[config.mk]
export PLATFORM = sky130hd
export DESIGN_NAME = mem_req_arbiter
export DESIGN_NICKNAME = d
export VERILOG_FILES = /design/src/rtl/mem_req_arbiter.sv
export SDC_FILE = /design/constraint.sdc
export NUM_CORES = 1
export LEC_CHECK = 0
export ABC_AREA = 1
export CORE_AREA = 2 2 125 127
export CTS_CLUSTER_DIAMETER = 100
export DETAILED_ROUTE_END_ITERATION = 10
export DIE_AREA = 0 0 127 129
export DONT_BUFFER_PORTS = 1
export HOLD_SLACK_MARGIN = 0.03
export PLACE_DENSITY_LB_ADDON = 0.08
export REMOVE_ABC_BUFFERS = 1
export SLEW_MARGIN = 25
export SYNTH_ARGS = -nofsm -noshare
export SYNTH_HDL_FRONTEND = slang
export SYNTH_SLANG_ARGS = --single-unit
export TNS_END_PERCENT = 1
[constraint.sdc]
create_clock -name clk -period 1.7 [get_ports clk]
set_clock_uncertainty 0.15 [all_clocks]
set_input_delay 0.425 -clock clk [delete_from_list [all_inputs] [get_ports clk]]
set_output_delay 0.425 -clock clk [all_outputs]
set_load 0.1 [all_outputs]
[src/rtl/mem_req_arbiter.sv]
// Shares one sram-like downstream port between the fetch (inst) and
// load/store (data) request ports, one transaction in flight at a time.
module mem_req_arbiter #(
    parameter int ADDR_W = 32,
    parameter int DATA_W = 32
) (
    input  logic              clk,
    input  logic              resetn,

    input  logic              inst_req,
    input  logic              inst_wr,
    input  logic [1:0]        inst_size,
    input  logic [ADDR_W-1:0] inst_addr,
    input  logic [3:0]        inst_wstrb,
    input  logic [DATA_W-1:0] inst_wdata,
    output logic              inst_addr_ok,
    output logic              inst_data_ok,
    output logic [DATA_W-1:0] inst_rdata,

    input  logic              data_req,
    input  logic              data_wr,
    input  logic [1:0]        data_size,
    input  logic [ADDR_W-1:0] data_addr,
    input  logic [3:0]        data_wstrb,
    input  logic [DATA_W-1:0] data_wdata,
    output logic              data_addr_ok,
    output logic              data_data_ok,
    output logic [DATA_W-1:0] data_rdata,

    output logic              out_req,
    output logic              out_wr,
    output logic [1:0]        out_size,
    output logic [ADDR_W-1:0] out_addr,
    output logic [3:0]        out_wstrb,
    output logic [DATA_W-1:0] out_wdata,
    input  logic              out_addr_ok,
    input  logic              out_data_ok,
    input  logic [DATA_W-1:0] out_rdata,

    input  logic              excp_flush,
    input  logic              ertn_flush
);

    typedef enum logic [1:0] {
        S_IDLE,
        S_ADDR,
        S_DATA
    } state_e;

    typedef enum logic {
        OWN_INST,
        OWN_DATA
    } owner_e;

    state_e            state_q, state_d;
    owner_e            owner_q, owner_d;
    owner_e            last_q, last_d;
    logic              cancel_q, cancel_d;
    logic              wr_q, wr_d;
    logic [1:0]        size_q, size_d;
    logic [ADDR_W-1:0] addr_q, addr_d;
    logic [3:0]        wstrb_q, wstrb_d;
    logic [DATA_W-1:0] wdata_q, wdata_d;

    logic flush;
    logic idle;
    logic inst_elig;
    logic grant_inst;
    logic grant_data;
    logic done;

    assign flush     = excp_flush | ertn_flush;
    assign idle      = (state_q == S_IDLE) && resetn;
    assign inst_elig = inst_req && !flush;

    // On a conflict the port that did not win last time gets the grant.
    assign grant_data = idle && data_req &&
                        (!inst_elig || last_q == OWN_INST);
    assign grant_inst = idle && inst_elig &&
                        (!data_req || last_q == OWN_DATA);

    assign done = resetn && (state_q == S_DATA) && out_data_ok;

    assign inst_addr_ok = grant_inst;
    assign data_addr_ok = grant_data;
    assign inst_data_ok = done && owner_q == OWN_INST &&
                          !cancel_q && !flush;
    assign data_data_ok = done && owner_q == OWN_DATA;
    assign inst_rdata   = out_rdata;
    assign data_rdata   = out_rdata;

    assign out_req   = (state_q == S_ADDR);
    assign out_wr    = wr_q;
    assign out_size  = size_q;
    assign out_addr  = addr_q;
    assign out_wstrb = wstrb_q;
    assign out_wdata = wdata_q;

    always_comb begin
        state_d  = state_q;
        owner_d  = owner_q;
        last_d   = last_q;
        cancel_d = cancel_q;
        wr_d     = wr_q;
        size_d   = size_q;
        addr_d   = addr_q;
        wstrb_d  = wstrb_q;
        wdata_d  = wdata_q;
        unique case (state_q)
            S_IDLE: begin
                if (grant_data) begin
                    wr_d    = data_wr;
                    size_d  = data_size;
                    addr_d  = data_addr;
                    wstrb_d = data_wstrb;
                    wdata_d = data_wdata;
                    owner_d = OWN_DATA;
                    last_d  = OWN_DATA;
                    state_d = S_ADDR;
                end else if (grant_inst) begin
                    wr_d    = inst_wr;
                    size_d  = inst_size;
                    addr_d  = inst_addr;
                    wstrb_d = inst_wstrb;
                    wdata_d = inst_wdata;
                    owner_d = OWN_INST;
                    last_d  = OWN_INST;
                    state_d = S_ADDR;
                end
            end
            S_ADDR: begin
                if (out_addr_ok) state_d = S_DATA;
                if (flush && owner_q == OWN_INST) cancel_d = 1'b1;
            end
            S_DATA: begin
                if (out_data_ok) begin
                    state_d  = S_IDLE;
                    cancel_d = 1'b0;
                end else if (flush && owner_q == OWN_INST) begin
                    cancel_d = 1'b1;
                end
            end
            default: state_d = S_IDLE;
        endcase
    end

    always_ff @(posedge clk) begin
        if (!resetn) begin
            state_q  <= S_IDLE;
            owner_q  <= OWN_INST;
            last_q   <= OWN_INST;
            cancel_q <= 1'b0;
            wr_q     <= 1'b0;
            size_q   <= 2'd0;
            addr_q   <= '0;
            wstrb_q  <= 4'd0;
            wdata_q  <= '0;
        end else begin
            state_q  <= state_d;
            owner_q  <= owner_d;
            last_q   <= last_d;
            cancel_q <= cancel_d;
            wr_q     <= wr_d;
            size_q   <= size_d;
            addr_q   <= addr_d;
            wstrb_q  <= wstrb_d;
            wdata_q  <= wdata_d;
        end
    end

endmodule

# Yosys cells after proc, flatten, opt, wreduce, memory -nomap -nowiden
# Cells that the tools add are included.
[word_totals]
output_inout_bits = 140
wordCells = 59
regBits = 75
[classes]
eq_ne = 5
n_mux = 20
bitwise = 2
n_reduce_logical = 24
[ops]
columns = ["op", "n"]
rows = [
  ["two-way mux 32 bit", 4],
  ["logical AND 1 bit", 13],
  ["two-way mux 2 bit", 6],
  ["two-way mux 4 bit", 2],
  ["two-way mux 1 bit", 6],
  ["one-hot mux 2 bit (3 select lines)", 1],
  ["zero test 1 bit", 4],
  ["nonzero test 2 bit", 2],
  ["!= test 3 bit (second input constant)", 1],
  ["AND reduction 3 bit", 1],
  ["equality test 2 x 1 -> 1 bit (second input constant)", 1],
  ["equality test 2 bit (second input constant)", 1],
  ["zero test 2 bit", 1],
  ["logical OR 1 bit", 2],
  ["!= test 2 x 1 -> 1 bit (second input constant)", 1],
  ["!= test 2 bit (second input constant)", 1],
  ["one-hot mux 1 bit (2 select lines)", 1],
  ["AND reduction 2 bit", 1],
  ["NOT 1 bit", 1],
  ["OR 1 bit", 1],
]

# Depth between registers and ports, before layout
[depth]
depth_word = 8
ltp_mapped = 12
depth_no_buf = 10

# Least setup slack after synthesis
# No wires, ideal clock.
[synth_timing]
kind = "input to output"
startpoint = "input resetn"
endpoint = "output inst_data_ok"
slack_ns = -2.468
n_path_buf = 1
cell_stages = 3
t_arrival_ns = 3.593
path_cell_list = "clkbuf_1 -> nand3_1 -> nor4_1"
[synth_between]
elab_chain_cells = 5
[synth_rtl]
columns = ["item", "line_no", "text"]
rows = [
  ["start, declared", "8", "input logic resetn,"],
  ["logical AND 1 bit (2 in series)", "82", "assign done = resetn && (state_q == S_DATA) && out_data_ok;"],
  ["logical AND 1 bit (2 in series)", "86", "assign inst_data_ok = done && owner_q == OWN_INST &&"],
  ["logical AND 1 bit", "87", "!cancel_q && !flush;"],
  ["end, declared", "17", "output logic inst_data_ok,"],
]
# Every way passes these cells.

# Worst setup path in the final report
[layout_timing]
startpoint = "register state_q[0]"
endpoint = "output inst_data_ok"
[layout_between]
elab_chain_cells = 6
[layout_rtl]
columns = ["item", "line_no", "text"]
rows = [
  ["start, declared", "55", "state_e state_q, state_d;"],
  ["start signal, assigned", "159", "state_q <= state_d;"],
  ["equality test 2 bit", "82", ""],
  ["logical AND 1 bit (2 in series)", "82", ""],
  ["logical AND 1 bit (2 in series)", "86", ""],
  ["logical AND 1 bit", "87", ""],
]
# Every way passes these cells.

==> metrics list <==
- Synth Area in Compound Gates: 9.41%
- Counting I/O delays and the setup requirement, the final critical path takes 2.02 ns.
* IO Pins: 322
- Max-cap violations in this run came to 0.
- The die is 127 um wide.
- For this block, the initial DRC count from the detailed router was 155.
- Placeable core area: 15000 sq um
- The run finished, with violations left.
* Synthesized-area fraction occupied by xor and xnor cells: 0%
- After detailed routing, the average wire length per cell comes to 17.2 um.
* Critical Path End Type: output pin
* Maximum number of pins on one net before global-route repair: 78
- Via count of the first global-routing pass: 3654
- Worst-path clk slew: 0.06 ns
- Dpl ws: -0.149 ns
- The Yosys step of the flow raised 0 warnings.
- Critical Path AT: 1.44 ns
- Post-Route WL: 14.6 mm
* Final GP Congestion: 0.736
- Setup TNS: -5.84 ns
* Site Rows: 45
* Root buffer cell: sky130_fd_sc_hd__clkbuf_16
* Setup repair after global routing missed its margin: yes
- Post-synthesis adder-cell area fraction: 1.51%
* Number of input and output port buffers inserted: 0
- Leakage component of the power: 0.00240 uW
- The checks that failed: negative setup slack.
* Slew Limit Fails: 0
- Maximum fanout along the worst path: 3
- Die Outline Area: 16400 sq um
- The count of nets left with antenna violations once routing finished came out at 0.
- For this run, the share of the core covered by cells in the final layout is 32.9%.
- Fill cells in the final layout number 1674.
- Initial antenna violation count: 0
- Global routing consumed, over all layers together, 17.1% of the routing resources.
- The pre-antenna-repair detailed-routing pass consisted of 4 iterations.
- Number of vias per cell: 4.66
- Detailed placement finished with a half-perimeter wire length of 10.4 mm.
- Total number of nets in the final design: 842
- The total overflow left after global routing is 0.
- The post-route netlist has 19.5% of its cells at a drive strength greater than 1.
* Number of sinks driven by the clock tree: 75
- Share of power burned in combinational logic: 52.2%
- Fin. Hold Viols: 0
* Floorplan die height: 129 um
- Post-synthesis share of cell area spent on and, or, nand and nor gates: 34.4%
- Worst setup path class: reg -> out
* Diodes inserted: 0
- Internal power comes to 4570 uW.
* Fin area: 4930 sq um
* Number of synthesized register bits: 75
- For this configuration, the core starts out at a cell density of 27.7%.
- Sequential cells were found to cover 36.2% of the synthesized design area.
- Worst-margin pin slew: 0.308 ns
* Max-slew headroom at the worst pin: 79.5%
* Biggest area contributors in the synthesized netlist: sky130_fd_sc_hd__dfxtp_1, sky130_fd_sc_hd__nand2_1, sky130_fd_sc_hd__nor2_1, sky130_fd_sc_hd__buf_4, sky130_fd_sc_hd__o21ai_0
- Number of hold-repair buffers added at the cts stage: 0
- Multiplexer area fraction after synthesis: 0%
- Leaving out fill and tap cells, the most frequent cell in the layout is sky130_fd_sc_hd__nand2_1.
* Switching power as a share of total power: 50.4%
- Residual DRC: 0
- STA puts the critical path data required time at 1.12 ns.
- # H-tree levels: 3
* Part of the total power dissipated in the clock network: 23.3%
- For this design the ratio of total power to cell area is 1870 nW/um^2.
- The synthesized design devotes to its leading area cell type 36.2% of total area.
- Instance area at placement: 4480 sq um
- For this run, the top clock speed supported by timing is 495 MHz.
- Largest family of logic cells by synthesized area: simple AND/OR/NAND/NOR gates
- Number of CTS-inserted buffers: 9
* HP Class: in -> reg
- Across all setup checks in the final design, the least slack found is -0.320 ns.
* Final worst-path cycle share: 119%
- The cell area that synthesis handed to floorplanning was 4150 sq um.
- Wire length of the first global-routing pass: 21.0 mm
- The library cells used most frequently in the layout, excluding fill and tap cells, are sky130_fd_sc_hd__nand2_1, sky130_fd_sc_hd__nor2_1, sky130_fd_sc_hd__buf_4.
- Post-synth cell types: 19
- The worst setup path is launched from a register.
* Highest ir drop seen on vdd: 0.000688 V
* Relative area change from synthesis to final layout: 18.8%
- Clock Tree Buf Depth: 2
- Average footprint of a synthesized cell: 6.37 sq um
- For the worst-skew pair, the clock arrives at the later sink with an insertion delay of 0.34 ns.
- Synthesis handed over a netlist of 651 instances.
- Sequential power share: 24.5%
- The analysis attributes to net switching a power of 4630 uW.
* Routed vias: 3953
- TritonCTS built the clock tree.
- Setup violations remaining at the end of the flow were counted as 76.
* Largest area contributor in the netlist: sky130_fd_sc_hd__dfxtp_1
* Total Power: 9200 uW
## metal layers
metal  vias to the layer above  global-route usage, %  routed length, um
met1                      1754                   20.3               6090
met3                        18                   13.4               2470
met4                         2                   6.72                234
met5                         -                   7.35                 97
li1                       1947                      -                  -
met2                       232                   22.0               5700
## cell usage after synthesis
master and n:
sky130_fd_sc_hd__ha_1 5, sky130_fd_sc_hd__buf_4 65, sky130_fd_sc_hd__a31oi_1 1, sky130_fd_sc_hd__o211ai_1 1
sky130_fd_sc_hd__o22ai_1 1, sky130_fd_sc_hd__o21ai_0 71, sky130_fd_sc_hd__nand2_2 1, sky130_fd_sc_hd__a21oi_1 3
sky130_fd_sc_hd__buf_6 7, sky130_fd_sc_hd__nand3_1 6, sky130_fd_sc_hd__nor4_1 1, sky130_fd_sc_hd__nand2_1 220
sky130_fd_sc_hd__inv_2 1, sky130_fd_sc_hd__dfxtp_1 75, sky130_fd_sc_hd__buf_2 21, sky130_fd_sc_hd__inv_1 14
sky130_fd_sc_hd__nor2_1 149, sky130_fd_sc_hd__clkbuf_1 8, sky130_fd_sc_hd__clkinv_4 1
## power groups by stage
stage | sequential [uW] | combinational [uW] | clock (uW)
after floorplan | 4770 | 1120 | 0
after global placement | 2280 | 4700 | 0
after detailed placement | 2280 | 4730 | 0
after CTS | 2250 | 4800 | 2210
after global routing | 2290 | 5090 | 2300
final | 2250 | 4800 | 2150
## state kept, by name, indices dropped and copies added, names as in the netlist
register and count:
out_addr 32, out_wdata 32, out_wstrb 4, out_size 2
state_q 2, cancel_q 1, last_q 1, out_wr 1
## worst max-delay path: stages, from the launching register on
cell and delay (ns):
sky130_fd_sc_hd__dfxtp_2 0.32, sky130_fd_sc_hd__inv_2 0.06, sky130_fd_sc_hd__ha_2 0.21, sky130_fd_sc_hd__nand3_4 0.09
sky130_fd_sc_hd__nor4_4 0.17, sky130_fd_sc_hd__clkbuf_16 0.25
## worst paths after layout
kind	slack, ns	startpoint	cells after the start	end
worst min-delay path	0.08	resetn	2	out_wdata[6]
worst max register to register	-0.14	state_q[0]	11	out_wdata[13]
worst min register to register	0.35	state_q[1]	2	state_q[1]
worst max-delay path	-0.32	state_q[0]	5	inst_data_ok
## kinds of logic (layout without fill, tap and decap cells)
family                   count (synthesis)  after routing
AND/OR/NAND/NOR                        377            377
buffers and inverters                  117            126
AO/OA/AOI/OAI                           77             77
flip-flops                              75             75
adder cells (fa/ha/maj)                  5              5
## stage by stage
step	instances	hold slack, ns
after floorplan	550	0.287
after global placement	829	0.327
after detailed placement	829	0.348
after CTS	847	0.0495
after global routing	848	0.0560
final	848	0.0777
## layout make-up
class	count	area, sq um	share of cell area [%]
well taps	188	235	4.77
flip-flops and latches	75	1500	30.5
clock buffers	12	256	5.20
repair buffers	94	850	17.2
inverters	16	65.1	1.32
clock inverters	4	72.6	1.47
multi-input cells	459	1950	39.5
## repair_timing
item                                   4_1_cts  5_1_grt
resized for setup                           13       20
endpoints found under the hold margin        0        0
setup endpoints to repair                   77       79
buffers inserted                             2        1
pin swaps                                    2        2
Note: power is estimated with default switching activity, not from simulation.
